$ cat config.mk
export PLATFORM = sky130hd
export DESIGN_NAME = elevator_ctrl
export DESIGN_NICKNAME = d
export VERILOG_FILES = /design/src/rtl/elevator_ctrl.sv
export SDC_FILE = /design/constraint.sdc
export NUM_CORES = 1
export LEC_CHECK = 0
export ABC_AREA = 1
export BUFFER_PORTS_ARGS = -buffer_cell sky130_fd_sc_hd__buf_4
export CAP_MARGIN = 30
export CORE_MARGIN = 1.5
export CORE_UTILIZATION = 44
export DETAILED_ROUTE_END_ITERATION = 8
export HOLD_SLACK_MARGIN = 0.06
export PLACE_DENSITY = 0.62
export SLEW_MARGIN = 20
export SYNTH_ARGS = -nofsm -noshare
export SYNTH_HDL_FRONTEND = slang
export SYNTH_SLANG_ARGS = --single-unit
$ cat constraint.sdc
create_clock -name clk190hz -period 2.5 [get_ports clk190hz]
set_input_delay 0.125 -clock clk190hz [delete_from_list [all_inputs] [get_ports clk190hz]]
set_output_delay 0.125 -clock clk190hz [all_outputs]
set_load 0.02 [all_outputs]
$ cat src/rtl/elevator_ctrl.sv
// ----------------------------------------------------------------------------------------------
// elevator_ctrl
//
// Elevator controller feeding a 4-digit seven-segment scanner. Latches hall/car requests, moves
// the car one floor at a time using a SCAN policy (keep going while work remains in the current
// direction), sequences the doors, and encodes status as four display nibbles.
//
// Display nibble codes: 0-9 digits, 10 "U", 11 "d", 12 "-", 13 "p", 14 "C", 15 blank.
//
// Parameters:
//   FLOORS       number of floors (2..9), displayed 1..FLOORS
//   MOVE_TICKS   clock cycles to travel one floor (>= 2)
//   DOOR_TICKS   clock cycles the door stays fully open (>= 2)
//   CLOSE_TICKS  clock cycles of the door-closing phase (>= 2)
//
// Ports:
//   clk190hz   in   system clock
//   rst        in   asynchronous active-high reset
//   req        in   level request per floor, bit i = floor i+1
//   open_btn   in   door-open button, level
//   close_btn  in   door-close button, level
//   dataBus    out  display bus: [3:0] floor, [7:4] direction, [11:8] door, [15:12] target
//   floor      out  current floor index 0..FLOORS-1
//   door_open  out  high while the door is open or closing
//   pending    out  latched outstanding requests
// ----------------------------------------------------------------------------------------------
module elevator_ctrl #(
  parameter int unsigned FLOORS      = 8,
  parameter int unsigned MOVE_TICKS  = 380,
  parameter int unsigned DOOR_TICKS  = 570,
  parameter int unsigned CLOSE_TICKS = 190
) (
  input  logic              clk190hz,
  input  logic              rst,
  input  logic [FLOORS-1:0] req,
  input  logic              open_btn,
  input  logic              close_btn,
  output logic [15:0]       dataBus,
  output logic [3:0]        floor,
  output logic              door_open,
  output logic [FLOORS-1:0] pending
);

  // Timer is shared by all timed states, so it is sized for the longest phase.
  localparam int unsigned MaxMd    = (MOVE_TICKS > DOOR_TICKS) ? MOVE_TICKS : DOOR_TICKS;
  localparam int unsigned MaxTicks = (MaxMd > CLOSE_TICKS) ? MaxMd : CLOSE_TICKS;
  localparam int unsigned TimerW   = $clog2(MaxTicks);

  localparam logic [TimerW-1:0] MoveLast  = TimerW'(MOVE_TICKS - 1);
  localparam logic [TimerW-1:0] DoorLast  = TimerW'(DOOR_TICKS - 1);
  localparam logic [TimerW-1:0] CloseLast = TimerW'(CLOSE_TICKS - 1);
  localparam logic [3:0]        TopFloor  = 4'(FLOORS - 1);

  localparam logic [3:0] NibUp    = 4'd10;
  localparam logic [3:0] NibDown  = 4'd11;
  localparam logic [3:0] NibDash  = 4'd12;
  localparam logic [3:0] NibOpen  = 4'd13;
  localparam logic [3:0] NibClose = 4'd14;
  localparam logic [3:0] NibBlank = 4'd15;

  localparam logic [15:0] BusReset = 16'hFCC1;

  typedef enum logic [2:0] {
    StIdle,
    StMoveUp,
    StMoveDown,
    StDoorOpen,
    StDoorClose
  } state_e;

  state_e              state_q, state_d;
  logic [3:0]          floor_q, floor_d;
  logic [TimerW-1:0]   timer_q, timer_d;
  logic                dir_up_q, dir_up_d;
  logic [FLOORS-1:0]   pending_q, pending_d;
  logic [15:0]         bus_q, bus_d;
  logic                enter_open;
  logic                door_state;

  // Request summary relative to the current floor and to both neighbours (the latter are what
  // a move sees on the cycle it arrives at the next floor).
  logic [FLOORS-1:0]   req_all;
  logic                here;
  logic                above;
  logic                below;
  logic                at_up;
  logic                above_up;
  logic                at_dn;
  logic                below_dn;
  logic                req_here;

  assign door_state = (state_q == StDoorOpen) || (state_q == StDoorClose);

  always_comb begin
    req_all  = pending_q | req;
    here     = 1'b0;
    above    = 1'b0;
    below    = 1'b0;
    at_up    = 1'b0;
    above_up = 1'b0;
    at_dn    = 1'b0;
    below_dn = 1'b0;
    req_here = 1'b0;
    for (int i = 0; i < int'(FLOORS); i++) begin
      if (i == int'(floor_q)) begin
        req_here = req[i];
      end
      if (req_all[i]) begin
        if (i == int'(floor_q))     here     = 1'b1;
        if (i >  int'(floor_q))     above    = 1'b1;
        if (i <  int'(floor_q))     below    = 1'b1;
        if (i == int'(floor_q) + 1) at_up    = 1'b1;
        if (i >  int'(floor_q) + 1) above_up = 1'b1;
        if (i == int'(floor_q) - 1) at_dn    = 1'b1;
        if (i <  int'(floor_q) - 1) below_dn = 1'b1;
      end
    end
  end

  // Next-state logic. Timer defaults to zero so any state change restarts it.
  always_comb begin
    state_d    = state_q;
    floor_d    = floor_q;
    timer_d    = '0;
    dir_up_d   = dir_up_q;
    enter_open = 1'b0;

    case (state_q)
      StIdle: begin
        if (here) begin
          state_d    = StDoorOpen;
          enter_open = 1'b1;
        end else if (above && (dir_up_q || !below)) begin
          state_d  = StMoveUp;
          dir_up_d = 1'b1;
        end else if (below) begin
          state_d  = StMoveDown;
          dir_up_d = 1'b0;
        end
      end

      StMoveUp: begin
        if (floor_q >= TopFloor) begin
          // Cannot go higher; should not happen since a move needs a request above.
          state_d = StIdle;
        end else if (timer_q == MoveLast) begin
          floor_d = floor_q + 4'd1;
          if (at_up) begin
            state_d    = StDoorOpen;
            enter_open = 1'b1;
          end else if (!above_up) begin
            state_d = StIdle;
          end
        end else begin
          timer_d = timer_q + TimerW'(1);
        end
      end

      StMoveDown: begin
        if (floor_q == 4'd0) begin
          state_d = StIdle;
        end else if (timer_q == MoveLast) begin
          floor_d = floor_q - 4'd1;
          if (at_dn) begin
            state_d    = StDoorOpen;
            enter_open = 1'b1;
          end else if (!below_dn) begin
            state_d = StIdle;
          end
        end else begin
          timer_d = timer_q + TimerW'(1);
        end
      end

      StDoorOpen: begin
        // Open button (or a new call at this floor) holds the door; it beats close_btn.
        if (open_btn || req_here) begin
          timer_d = '0;
        end else if (close_btn || (timer_q == DoorLast)) begin
          state_d = StDoorClose;
        end else begin
          timer_d = timer_q + TimerW'(1);
        end
      end

      StDoorClose: begin
        if (open_btn || req_here) begin
          state_d    = StDoorOpen;
          enter_open = 1'b1;
        end else if (timer_q == CloseLast) begin
          state_d = StIdle;
        end else begin
          timer_d = timer_q + TimerW'(1);
        end
      end

      default: begin
        state_d = StIdle;
      end
    endcase
  end

  // Pending latch: a call at the floor whose door is already open is absorbed by the door logic,
  // and the arrival floor is cleared on entry to DoorOpen (clear beats a same-cycle set).
  always_comb begin
    pending_d = pending_q;
    for (int i = 0; i < int'(FLOORS); i++) begin
      if (req[i] && !(door_state && (i == int'(floor_q)))) begin
        pending_d[i] = 1'b1;
      end
      if (enter_open && (i == int'(floor_d))) begin
        pending_d[i] = 1'b0;
      end
    end
  end

  // Display encoding from the registered state, giving one cycle of latency on the bus.
  logic [3:0] dir_nib;
  logic [3:0] door_nib;
  logic [3:0] tgt_nib;
  logic [3:0] tgt_above;
  logic [3:0] tgt_below;

  always_comb begin
    tgt_above = NibBlank;
    tgt_below = NibBlank;
    // Descending scan: last hit is the lowest pending floor above.
    for (int i = int'(FLOORS) - 1; i >= 0; i--) begin
      if (pending_q[i] && (i > int'(floor_q))) begin
        tgt_above = 4'(i + 1);
      end
    end
    // Ascending scan: last hit is the highest pending floor below.
    for (int i = 0; i < int'(FLOORS); i++) begin
      if (pending_q[i] && (i < int'(floor_q))) begin
        tgt_below = 4'(i + 1);
      end
    end

    dir_nib  = NibDash;
    door_nib = NibDash;
    tgt_nib  = NibBlank;
    case (state_q)
      StMoveUp: begin
        dir_nib = NibUp;
        tgt_nib = tgt_above;
      end
      StMoveDown: begin
        dir_nib = NibDown;
        tgt_nib = tgt_below;
      end
      StDoorOpen:  door_nib = NibOpen;
      StDoorClose: door_nib = NibClose;
      default: ;
    endcase

    bus_d = {tgt_nib, door_nib, dir_nib, floor_q + 4'd1};
  end

  always_ff @(posedge clk190hz or posedge rst) begin
    if (rst) begin
      state_q   <= StIdle;
      floor_q   <= '0;
      timer_q   <= '0;
      dir_up_q  <= 1'b1;
      pending_q <= '0;
      bus_q     <= BusReset;
    end else begin
      state_q   <= state_d;
      floor_q   <= floor_d;
      timer_q   <= timer_d;
      dir_up_q  <= dir_up_d;
      pending_q <= pending_d;
      bus_q     <= bus_d;
    end
  end

  assign dataBus   = bus_q;
  assign floor     = floor_q;
  assign pending   = pending_q;
  assign door_open = door_state;

endmodule

# Word level (Yosys, flattened, before mapping)
# Cells that the tools add are included.
# word_totals
regBits,42
input_bits,12
output_inout_bits,29
elab_cells,357
# op_classes
addsub,5
n_lt_le_gt_ge,32
n_eq_ne,43
muxes,192
bitwise_logic,2
n_reduce_logical,70
# ops
operator,n
$mux 1,144
$eq 4x32->1 const A,4
$gt 4x32->1 const A,3
$mux 4,18
$mux 10,7
$eq 3x32->1 const A,2
$gt 3x32->1 const A,2
$logic_not 32->1,2
$mux 3,16
$logic_and 1x1->1,40
$pmux 10 s4,1
$eq 2x32->1 const A,1
$eq 4x4->1 const A,8
$gt 1x32->1 const A,1
$gt 2x32->1 const A,1
$eq 4x5->1 const A,4
$lt 4x5->1 const A,4
$reduce_bool 2->1,9
$eq 3x4->1 const A,4
$gt 3x4->1 const A,4
$lt 3x4->1 const A,4
$pmux 4 s2,2
$pmux 3 s5,1
$logic_not 4->1,3
38 further kinds,59

# Logic depth before layout (Yosys ltp)
# Gate-level depths: netlist (run 1).
# depth
word_depth,24
depth_mapped,20
ltp_nobuf,19

# Least setup slack after synthesis (run 1)
# Ideal clock, no wire load.
# synth_timing
kind,reg-to-reg
from,"register floor_q[0], in the netlist floor[0]"
to,register state_q[1]
setup_ps,118
t_arrival_ps,2395
required_ps,2382
slack_ps,-13
path_stages_with_launch,21
path_buffers,1
period_less_slack_ps,2513
cell_sequence,dfrtp_1 -> buf_6 -> inv_1 -> ha_1 -> inv_2 -> nand2_1 -> nand2_2 -> inv_2 -> nand2_1 -> nor2_1 -> ha_1 -> inv_1 -> nand2_1 -> nand3_1 -> nand3_1 -> nand2_1 -> nand2_2 -> inv_1 -> nand3_1 -> nand2_1 -> nand2_1
# synth_via
elab_chain_len,23
elab_cells_between_ends,199
cone_classes,add/sub: 2; order compare: 32; eq/ne: 28; mux: 128; reduce/logical: 9
# synth_rtl
element,line_no,source
from (decl),72,"logic [3:0] floor_q, floor_d;"
from (signal assigned),270,floor_q <= floor_d;
branches (longest 23 deep; another with $gt 1x32->1),n/a,
to (signal assigned),262,state_q <= StIdle;
to (signal assigned),269,state_q <= state_d;
to (decl),71,"state_e state_q, state_d;"
# Several ways; the timed one is not identified. The select of a mux whose other input is x is not followed.
# A chain may end at the register's enable or synchronous reset.

# Worst setup path in the final report (run 1)
# layout_timing
from,"register floor_q[0], in the netlist floor[0]"
to,register state_q[0]
# The elaborated chain is that of the path after synthesis.

==> results_dict.tcl, run 1 <==
set metrics [dict create \
    antenna_found_initial 0 \
    yosys.area_share.simple 0.368 \
    most-common-layout-cells "nand2_1 (119), inv_1 (69), buf_4 (51)" \
    start_util 0.460 \
    die_x_um 90.6 \
    grt_max_degree 40 \
    ys_seq_elements 39 \
    min_path_type "in -> reg" \
    grt_use_met3 0.0370 \
    track_usage 0.255 \
    layout_min_cycle_time_ns 2.36 \
    worst_setup_path_start_kind "flop" \
    fin_worst_skew_ns 0.00895 \
    synth_ff_type "dfrtp_1" \
    core_area_sq_um 7330 \
    dp_hpwl_um 7690 \
    num_antenna_cells 0 \
    syn_area_sq_um 3380 \
    rows 31 \
    worst_pin_slew_ns 0.828 \
    htreeDepth 2 \
    syn2layout_area_growth_pct 15.7 \
    synthDistinctLibCells 46 \
    met2_usage 0.415 \
    power_density_nw_per_um2 575 \
    fp.dieArea_sq_um 8210 \
    yosysSeqAreaShare 0.292 \
    worstPathMaxFanout 12 \
    rrSetupSlack_ns 0.14 \
    die_y_um 90.6 \
    synth_xor_area_frac 0.0156 \
    timing.max_cap.violations 0 \
    outcome "finished, final reports clean" \
    postRouteAntennaNets 0 \
    arrival_ns 2.56 \
    swShare 0.430 \
    peakVddDrop_v 0.000320 \
    synth-edff-count 0 \
    num_io_pins 41 \
    power.total_mw 2.24 \
    dr.first_iter.drc_count 251 \
    cp.buffers_inverters 4 \
    fill_cells 743 \
    dp_worst_setup_slack_ns 0.156 \
    worst_setup_path_end_kind "flop" \
    slew_violations 0 \
    grt_pass1_wl_um 16600 \
    async_flop_share 1.00 \
    clk_pin_slew_ns 0.08 \
    utilization 0.533 \
    cp_cell_sequence "buf_4 -> ha_2 -> inv_4 -> nand2_1 -> nand2_2 -> inv_1 -> a21oi_1 -> nand2_1 -> a21oi_1 -> nor2_1 -> nor2_2 -> nand2_2 -> inv_1 -> nand3_1 -> nand2_1 -> nand2_1" \
    timing.critical_path.mode_cell "nand2_1" \
    syn_area_per_cell_sq_um 6.83 \
    syn_inst 494 \
    relSlewSlack 0.446 \
    place_congestion 0.986 \
    wl_um 9840 \
    synth-compound-area-share 0.165 \
    dr.pass1.iters 5 \
    cts_tree "built" \
    setup_viol 0 \
    cts_root_buffer "clkbuf_8" \
    path_delay_family "simple AND/OR/NAND/NOR gates" \
    yosys_warnings 0 \
    pwr-share-clk 0.198 \
    power.leakage_nw 1.96 \
    crit_slowest_cell "dfrtp_1" \
    p_int_mw 1.28 \
    port_buffers 37 \
    combPwrFrac 0.434 \
    grt_use_met1 0.341 \
    route.detailed.drc 0 \
    final_hold_viol_count 0 \
    top_usage_layer "met2" \
    cts_buffers 5 \
    vias 3404 \
    synthAdderAreaFrac 0.0371 \
    synth_top_family_by_area "simple AND/OR/NAND/NOR gates" \
    cts.sinks 39 \
    fmax_mhz 423 \
    final_common_cell "nand2_1" \
    critPathRequiredTime_ns 2.70 \
    grt_pass1_vias 3300 \
    fin_crit_sh 0.946 \
    rsz0062_at_grt "false" \
    crit_type "reg -> reg" \
    grt_overflow 0 \
    num-nets-final 566 \
    clockBufferDepth 2 \
    slowest_delay_ns 0.40 \
    power.switching_mw 0.966 \
    clock_latency_ns 0.31 \
    setup_slack_ns 0.136 \
    avgRoutedWirePerCell_um 15.3 \
    synth.area.mux_share 0 \
    layout-drive-gt1-share 0.251 \
    power_frac_seq 0.368 \
    tns_ns 0 \
    avgViaCountPerCell 5.29 \
]
[power by group through the flow]
stage                     logic (mW)  clock network (mW)  registers, mW
after floorplan                0.593                   0          0.922
after global placement         0.954                   0          0.836
after detailed placement       0.969                   0          0.841
after CTS                      0.973               0.455          0.828
after global routing            1.09               0.481          0.842
final                          0.974               0.444          0.826
[timing repair]
| item | in CTS | in global routing |
|---|---|---|
| resized for setup | 0 | 6 |
| hold buffers | 1 | 0 |
| hold endpoints to repair | 32 | 0 |
| endpoints found under the setup margin | 0 | 10 |
| buffers inserted | 0 | 0 |
[state kept, by name, indices dropped and copies added (netlist names)]
| signal | flops |
|---|---|
| dataBus | 13 |
| dir_up_q | 1 |
| floor | 4 |
| pending | 8 |
| timer_q | 10 |
| state_q | 3 |
[cells by family after synthesis]
logic type | count (synthesis)
AOI/OAI and AO/OA | 86
xor gates and xnor gates | 6
adders and majority gates | 10
buffers and inverters | 94
DFF | 39
other | 1
and+or+nand+nor | 258
[final timing paths]
| path | from | to | cells after the start |
|---|---|---|---|
| min in group asynchronous | rst | dataBus[4] | 4 |
| max in group asynchronous | rst | dataBus[0] | 4 |
| worst min-delay path | open_btn | timer_q[9] | 5 |
| worst max register to register | floor[0] | state_q[0] | 16 |
| worst max-delay path | floor[0] | state_q[0] | 16 |
| worst min register to register | floor[0] | dataBus[0] | 1 |
[cell usage after synthesis (2+ instances only)]
master	count	area (sq um)
a21oi_2	9	78.8
dfstp_2	7	184
nor2_1	51	191
a21oi_1	25	125
o31ai_1	10	75.1
buf_4	4	30.0
dfrtp_1	32	801
nand2_2	13	81.3
nor3_4	2	32.5
nor2_2	7	43.8
o21ai_1	6	30.0
o211ai_1	3	22.5
buf_6	4	45.0
o21bai_1	2	15.0
nor3_1	4	20.0
inv_1	71	267
nand3_2	5	50.1
ha_1	10	125
a21o_1	2	15.0
o41ai_1	2	17.5
o21ai_2	5	43.8
nor2_4	2	22.5
inv_2	11	41.3
nand2_1	119	447
nand2_4	4	45.0
nand4_1	10	62.6
nand3_1	34	170
o21ai_0	18	90.1
xor2_1	5	43.8
[worst min-delay path: cells and delay by family]
kind	cells	cell delay (ns)
and+or+nand+nor	1	0.09
AOI/OAI and AO/OA	2	0.13
buffers and inverters	2	0.15
[metrics by stage]
| stage | hold slack (ns) | instances | area, sq um |
|---|---|---|---|
| 6_report | 0.226 | 644 | 3910 |
| 5_1_grt | 0.250 | 644 | 3910 |
| 3_3_place_gp | 0.292 | 635 | 3790 |
| 2_1_floorplan | 0.325 | 496 | 3390 |
| 3_5_place_dp | 0.294 | 635 | 3790 |
| 4_1_cts | 0.220 | 644 | 3890 |
[final cells by class]
class	instances	area, sq um	area share
repair buffers	52	393	0.101
inverters	83	317	0.0811
flip-flops and latches	39	985	0.252
clock buffers	5	68.8	0.0176
well taps	99	124	0.0317
multi-input cells	363	2000	0.512
clock inverters	3	20.0	0.00513
[per-layer routing]
metal	part of all wire	vias to the layer above	routed length (um)
met1	0.44	1551	4340
met3	0.073	17	715
li1	-	1677	-
met2	0.46	159	4550
met5	0	-	0
met4	0.023	0	224
Note: power is estimated with default switching activity, not from simulation.
==> inputs of run 2 (changes only) <==
PLACE_DENSITY = 0.59   (was 0.62)
clock period = 2.8 ns   (was 2.5 ns; I/O delays follow)
==> results_dict.tcl, run 2 (synthesized netlist as in run 1, its figures left out) <==
set metrics [dict create \
    cts_buffers 5 \
    crit_start "floor[1]" \
    dr.pass1.iters 6 \
    start_util 0.460 \
    grt_max_degree 25 \
    arrival_ns 2.77 \
    grt_use_met3 0.0480 \
    postRouteAntennaNets 0 \
    r2r_start "floor[1]" \
    cp.buffers_inverters 4 \
    dr.first_iter.drc_count 224 \
    grt_pass1_wl_um 17000 \
    die_x_um 90.6 \
    track_usage 0.263 \
    worst_setup_path_end_kind "flop" \
    fp.dieArea_sq_um 8210 \
    slowest_delay_ns 0.52 \
    stdcell_count 638 \
    rr_worst_depth 18 \
    path_delay_family "simple AND/OR/NAND/NOR gates" \
    min_path_type "in -> reg" \
    route.detailed.drc 0 \
    setup_viol 0 \
    grt_pass1_vias 3261 \
    tns_ns 0 \
    num_io_pins 41 \
    relSlewSlack 0.493 \
    crit_slowest_cell "dfrtp_1" \
    largest_register_ffs 13 \
    clockBufferDepth 2 \
    core_area_sq_um 7330 \
    cts_root_buffer "clkbuf_8" \
    fmax_mhz 388 \
    power.leakage_nw 1.95 \
    worst_setup_path_start_kind "flop" \
    utilization 0.528 \
    cp_cell_sequence "inv_1 -> ha_1 -> inv_2 -> nand2_1 -> nand2_2 -> inv_2 -> nand2_1 -> nor2_1 -> ha_1 -> nand4_1 -> nand3_1 -> nand3_1 -> nand2_1 -> nand2_2 -> inv_1 -> nand3_1 -> nand2_1 -> nand2_1" \
    power.total_mw 2.12 \
    timing.max_cap.violations 0 \
    worstPathMaxFanout 8 \
    final_common_cell "nand2_1" \
    clk_pin_slew_ns 0.09 \
    met2_usage 0.419 \
    layout-drive-gt1-share 0.234 \
    fin_worst_skew_ns 0.0122 \
    min_path_cells 5 \
    avgViaCountPerCell 5.37 \
    vias 3425 \
    wl_um 10300 \
    grt_use_met1 0.369 \
    worst_pin_slew_ns 0.757 \
    avgRoutedWirePerCell_um 16.1 \
    slew_violations 0 \
    cts_setup_buffers 0 \
    cts.sinks 39 \
    timing.critical_path.mode_cell "nand2_1" \
    grt_overflow 0 \
    dp_hpwl_um 8000 \
    num_antenna_cells 0 \
    placed_area_sq_um 3750 \
    num-nets-final 560 \
    syn2layout_area_growth_pct 14.6 \
    antenna_found_initial 0 \
    final_hold_viol_count 0 \
    top_usage_layer "met2" \
    fin_area_sq_um 3870 \
    fin_crit_sh 0.921 \
    crit_type "reg -> reg" \
    min_from "open_btn" \
    critPathRequiredTime_ns 2.99 \
    cp.depth 18 \
    die_y_um 90.6 \
    port_buffers 37 \
    htreeDepth 2 \
    rows 31 \
    placed_cells 629 \
    cts_tree "built" \
    layout_min_cycle_time_ns 2.58 \
    clock_latency_ns 0.31 \
    peakVddDrop_v 0.000277 \
    outcome "finished, final reports clean" \
    rsz0062_at_grt "false" \
    power_density_nw_per_um2 547 \
    place_congestion 0.988 \
    most-common-layout-cells "nand2_1 (119), inv_1 (71), nor2_1 (51)" \
]
[run 2: changes by cell type in the layout (fill, tap and decap cells not counted), sizes merged]
cell / before / now
buf: 51 / 45
clkinvlp: 2 / 0
bufinv: 0 / 1
clkinv: 1 / 2
[run 2: final timing paths]
path	end	slack, ns
worst max register to register	state_q[0]	0.22
worst max-delay path	state_q[0]	0.22
worst min register to register	timer_q[0]	0.50
min in group asynchronous	pending[0]	0.47
max in group asynchronous	dataBus[0]	1.51
worst min-delay path	timer_q[9]	0.24
[run 2: power breakdown]
part           switching [mW]  leakage (nW)  internal, mW
Combinational           0.598          1.42         0.289
Sequential             0.0574         0.474         0.678
Clock                   0.230        0.0581         0.266
Total                   0.885          1.95          1.23
[run 2: cell type report]
| class | instances | area (sq um) |
|---|---|---|
| clock buffer | 5 | 68.8 |
| clock inverter | 3 | 43.8 |
| fill | 730 | 3460 |
| inverter | 83 | 314 |
| multi-input combinational | 363 | 1990 |
| sequential | 39 | 985 |
| tap | 99 | 124 |
| timing repair buffer | 46 | 348 |
[run 2: repair_timing]
action	4_1_cts	5_1_grt
hold endpoints to repair	9	0
hold buffers	1	0
setup endpoints to repair	0	0
gates resized for setup	0	0
[run 2: routing by layer]
layer	vias up	wire, um	part of all wire
met5	-	0	0
met4	0	114	0.011
met3	12	829	0.081
met2	158	4680	0.46
met1	1579	4630	0.45
li1	1676	-	-
[run 2: worst min-delay path: cells and delay by family]
kind / cells / cell delay [ns]
buffers and inverters: 2 / 0.14
AO/OA/AOI/OAI: 2 / 0.14
AND/OR/NAND/NOR: 1 / 0.08
[run 2: metrics by stage]
step,setup WS (ns),hold WS [ns]
3_5_place_dp,0.284,0.271
2_1_floorplan,0.287,0.340
3_3_place_gp,0.302,0.256
4_1_cts,0.262,0.238
6_report,0.222,0.241
5_1_grt,0.000461,0.279
